===== config.mk =====
export PLATFORM = sky130hd
export DESIGN_NAME = sample_pacer_fifo
export DESIGN_NICKNAME = d
export VERILOG_FILES = /design/src/rtl/sample_pacer_fifo.sv
export SDC_FILE = /design/constraint.sdc
export NUM_CORES = 1
export LEC_CHECK = 0
export ABC_AREA = 0
export CAP_MARGIN = 10
export CORE_MARGIN = 5
export CORE_UTILIZATION = 51
export CTS_CLUSTER_SIZE = 10
export DETAILED_ROUTE_END_ITERATION = 10
export PLACE_DENSITY = 0.84
export REMOVE_ABC_BUFFERS = 1
export SETUP_SLACK_MARGIN = 0.1
export SYNTH_ARGS = -nofsm -noshare
export SYNTH_HDL_FRONTEND = slang
export SYNTH_SLANG_ARGS = --single-unit

===== constraint.sdc =====
create_clock -name CLOCK_50 -period 2.2 [get_ports CLOCK_50]
set_input_delay 0.22 -clock CLOCK_50 [delete_from_list [all_inputs] [get_ports CLOCK_50]]
set_output_delay 0.22 -clock CLOCK_50 [all_outputs]
set_load 0.05 [all_outputs]

===== src/rtl/sample_pacer_fifo.sv =====
// Sample FIFO that paces its output onto x at a fixed rate of one sample every DIV clocks.
// Latency: a sample pushed at edge N can leave at the first strobe edge at or after N+1; x is registered.
// Backpressure: in_ready = (level < DEPTH) from registered level only; a push offered while full is dropped and sets sticky overflow.
module sample_pacer_fifo #(
    parameter int WIDTH = 8,
    parameter int DEPTH = 8,  // power of two, >= 2
    parameter int DIV   = 4   // >= 1
) (
    input  logic                     CLOCK_50,
    input  logic                     rst,
    input  logic [WIDTH-1:0]         in_data,
    input  logic                     in_valid,
    output logic                     in_ready,
    output logic [WIDTH-1:0]         x,
    output logic                     x_valid,
    output logic [$clog2(DEPTH):0]   level,
    output logic                     overflow,
    output logic                     underrun,
    input  logic                     clr_flags
);

    localparam int AW = $clog2(DEPTH);
    localparam int LW = AW + 1;
    localparam int CW = (DIV > 1) ? $clog2(DIV) : 1;

    localparam logic [LW-1:0] FULL_LEVEL = LW'(DEPTH);
    localparam logic [CW-1:0] DIV_LAST   = CW'(DIV - 1);

    logic [WIDTH-1:0] mem [DEPTH];
    logic [AW-1:0]    wr_ptr;
    logic [AW-1:0]    rd_ptr;
    logic [LW-1:0]    level_q;
    logic [CW-1:0]    div_cnt;
    logic             primed;

    logic push;
    logic drop;
    logic strobe;
    logic pop;
    logic starved;

    // Handshake and pacing decisions all use registered state, so a pop never
    // frees a slot for the same cycle and a fresh push is never popped at once.
    always_comb begin
        in_ready = (level_q < FULL_LEVEL);
        push     = in_valid & in_ready;
        drop     = in_valid & ~in_ready;
        strobe   = (div_cnt == DIV_LAST);
        pop      = strobe & (level_q != '0);
        starved  = strobe & (level_q == '0) & primed;
    end

    assign level = level_q;

    // Sample storage; contents need no reset because level gates every read.
    always_ff @(posedge CLOCK_50) begin
        if (push) begin
            mem[wr_ptr] <= in_data;
        end
    end

    // Pointers and occupancy; power-of-two depth lets the pointers wrap naturally.
    always_ff @(posedge CLOCK_50) begin
        if (!rst) begin
            wr_ptr  <= '0;
            rd_ptr  <= '0;
            level_q <= '0;
        end else begin
            if (push) begin
                wr_ptr <= wr_ptr + AW'(1);
            end
            if (pop) begin
                rd_ptr <= rd_ptr + AW'(1);
            end
            case ({push, pop})
                2'b10:   level_q <= level_q + LW'(1);
                2'b01:   level_q <= level_q - LW'(1);
                default: level_q <= level_q;
            endcase
        end
    end

    // Strobe divider: counts 0..DIV-1 and strobes on the last count.
    always_ff @(posedge CLOCK_50) begin
        if (!rst) begin
            div_cnt <= '0;
        end else if (strobe) begin
            div_cnt <= '0;
        end else begin
            div_cnt <= div_cnt + CW'(1);
        end
    end

    // Output register: x loads the head on a productive strobe and otherwise holds.
    always_ff @(posedge CLOCK_50) begin
        if (!rst) begin
            x       <= '0;
            x_valid <= 1'b0;
            primed  <= 1'b0;
        end else begin
            x_valid <= pop;
            if (pop) begin
                x      <= mem[rd_ptr];
                primed <= 1'b1;
            end
        end
    end

    // Sticky error flags; a set condition in the same cycle beats clr_flags.
    always_ff @(posedge CLOCK_50) begin
        if (!rst) begin
            overflow <= 1'b0;
            underrun <= 1'b0;
        end else begin
            if (drop) begin
                overflow <= 1'b1;
            end else if (clr_flags) begin
                overflow <= 1'b0;
            end
            if (starved) begin
                underrun <= 1'b1;
            end else if (clr_flags) begin
                underrun <= 1'b0;
            end
        end
    end

endmodule


==> qor.csv, run 1 <==
metric,value,unit
cts_buffers,9,
crit_fanout,4,
place_area,0.00387,mm²
finalSetupViolCount,0,
power_frac_seq,53.6,%
cp-end-kind,flop,
fin_skew,9.98,ps
die_x,92.4,µm
path_class,flop to flop,
worst_pin_slew,505,ps
final_area,0.00414,mm²
cp.arrival,2350,ps
routed_wirelength,6530,µm
r2r-end,level[2],
yosys.area.top_type_share,55.5,%
p_clk_share,38.0,%
antenna_found_initial,0,
ys_top_cells_by_area,"edfxtp_1 (56%), dfxtp_1 (14%), mux4_2 (10%), ha_1 (2.2%), buf_6 (1.6%)",
min-delay-start,primed,
use_met2,25.2,%
drt_iter0_markers,130,
comb_power_share,8.4,%
post_cts_buffers,0,
path_cells,"ha_4, o41a_1, ha_2, xor2_1, ha_1, a21oi_2, xor2_1, or3_1, a21boi_1",
cap_violations,0,
worst_path_max_delay_cell,dfxtp_1,
hold-path-endpoint,primed,
clkLatencyLatePin,350,ps
startpoint,div_cnt[0],
ios,28,
critPathLaunchType,flop,
n_antenna_cell,0,
crit_top_cell,xor2_1,
postCtsHoldBufs,0,
ys_ff_latch,88,
yosysTopAreaCell,edfxtp_1,
slew_violations,0,
relSlewSlack,66.2,%
syn2layout_area_growth,19.6,%
dr_total_vias,1890,
place_hpwl,3920,µm
setup_slack,140,ps
gr-total-overflow,0,
tns,0,ps
dp_worst_setup_slack,-32.9,ps
finalPower,0.00347,W
p_sw,0.000752,W
rr_worst_depth,9,
r2r-start,div_cnt[0],
period_share,93.6,%
hold_violations,0,
path_clk_slew,80,ps
ys.warnings.count,0,
cts-root-buf,clkbuf_8,
grt_usage,16.0,%
final_nets,271,
grt_pass1_wl,9960,µm
cts.path.max_buffers,2,
slowest_delay,450,ps
switching_share,21.7,%
avgViaCountPerCell,5.59,
drive_gt1_share,22.5,%
max_freq,0.485,GHz
async_reset_ff_share,0,%
wl_per_cell,19.3,µm
peakVddDrop,0.673,mV
use_met1,21.1,%
min_path_type,flop to flop,
crit_buf_inv,0,
fin_util,62.0,%
outcome,"finished, final reports clean",
fp-row-count,30,
start_util,51.8,%
coreArea,0.00668,mm²
ys_seq_area_share,69.4,%
place.gp.congestion,0.750,
die_h,92.4,µm
htreeDepth,3,
power.density,838,mW/mm²
cp_data_required_time,2490,ps
first_global_vias,1900,
top_usage_layer,met2,
rsz0062_at_grt,true,
cts_sinks,88,
synthCells,208,
grt_max_degree,26,
gr-usage-met3,4.47,%
synth_edf_count,64,
post-route-drc-count,0,
drtAntennaViolNets,0,
synthDistinctLibCells,37,
fin_crit,2060,ps
syn_area_per_cell,16.6,µm²
synthFlopType,edfxtp_1,
mappedNetlistArea,0.00346,mm²
hold-path-cell-count,1,
io_buffer_count,27,
num-fill-cells,492,
die_area,0.00853,mm²
crit_cells,9,
drtPass1Iterations,4,
p_leak,1.43,nW
p_int,0.00272,W
cts_tree,built,
ff2ff_setup_slack,140,ps
critPathTopFamily,adder cells,
-- cells in the mapped netlist (4+ instances only) --
| cell | count |
|---|---|
| nor2b_1 | 7 |
| o21ai_1 | 7 |
| o22ai_1 | 7 |
| mux2i_1 | 4 |
| and2_1 | 6 |
| xor2_1 | 4 |
| buf_6 | 5 |
| nand2_1 | 6 |
| ha_1 | 6 |
| dfxtp_1 | 24 |
| edfxtp_1 | 64 |
| nor2_1 | 14 |
| mux4_2 | 16 |
-- worst register-to-register path: stages (launching register included) --
cell      delay (ps)
dfxtp_1          450
ha_4             210
o41a_1           200
ha_2             200
xor2_1           150
ha_1             190
a21oi_2           50
xor2_1           140
or3_1            310
a21boi_1         110
-- layer usage --
metal | vias up | wire length (µm)
li1 | 881 | -
met1 | 950 | 2880
met2 | 51 | 3250
met3 | 8 | 323
met4 | 0 | 81
met5 | - | 0
-- metrics by stage --
stage	instances	hold WS, ps
global route	338	507
detailed placement	322	454
finish	338	474
floorplan	197	319
global placement	322	412
CTS	338	474
-- power by group through the flow --
stage	Combinational (W)	Sequential, W	Clock, W
after global routing	0.000315	0.00186	0.00143
after floorplan	0.000109	0.00194	0
after detailed placement	0.000282	0.00189	0
after global placement	0.000274	0.00189	0
final	0.000293	0.00186	0.00132
after CTS	0.000283	0.00185	0.00134
-- kinds of logic after synthesis --
kind of cell               Yosys count  synth area share (%)
muxes                               20                  11.6
DFF                                 88                  69.4
AOI/OAI and AO/OA                   26                  4.84
xor gates and xnor gates             7                  1.77
buffers and inverters               14                  3.00
adders and majority gates            6                  2.17
and+or+nand+nor                     47                  7.23
-- repair_timing --
| item | in CTS | in global routing |
|---|---|---|
| pin swaps | 0 | 3 |
| gates resized for setup | 1 | 5 |
| setup endpoints to repair | 1 | 1 |
| cloned | 0 | 0 |
-- final cells by class --
class | count | area (µm²) | share of cell area (%)
Clock buffer | 9 | 124 | 2.99
Clock inverter | 7 | 118 | 2.84
Inverter | 3 | 11.3 | 0.272
Multi-Input combinational cell | 106 | 976 | 23.6
Sequential cell | 88 | 2400 | 58.0
Tap cell | 80 | 100 | 2.42
Timing Repair Buffer | 45 | 409 | 9.88
-- layout by cell type, fill, tap and decap left out, types with 2 or more instances in the layout --
cell / n
and2_1: 6
buf_4: 17
bufinv_16: 3
clkbuf_8: 9
clkdlybuf4s50_1: 27
clkinv_2: 2
dfxtp_1: 24
edfxtp_1: 64
ha_1: 3
ha_2: 2
inv_1: 3
inv_6: 2
mux2i_1: 4
mux4_2: 16
nand2_1: 6
nand2_2: 2
nand2b_1: 3
nor2_1: 14
nor2b_1: 7
nor3_1: 3
o21ai_0: 3
o21ai_1: 7
o22ai_1: 7
xnor2_1: 3
xor2_1: 4
-- worst max path at each step --
stage               endpoint  slack (ps)
CTS                 level[2]         140
floorplan           level[2]        -510
global placement    level[2]          30
detailed placement  level[2]         -30
finish              level[2]         140
global route        level[2]          -6
-- flip-flops by register name, summed over array words and instances (netlist names) --
signal    flops
div_cnt       2
level         4
mem          64
overflow      1
primed        1
rd_ptr        3
underrun      1
wr_ptr        3
x             8
x_valid       1
Power figures use the tool's default switching activity.
==> run 2: changes to the inputs <==
--- a/config.mk
+++ b/config.mk
@@ -6,7 +6,7 @@
 export NUM_CORES = 1
 export LEC_CHECK = 0
 export ABC_AREA = 0
-export CAP_MARGIN = 10
+export CAP_MARGIN = 20
 export CORE_MARGIN = 5
 export CORE_UTILIZATION = 51
 export CTS_CLUSTER_SIZE = 10
==> results of run 2 <==
Final layout, timing and power as in run 1 (identical DEF).
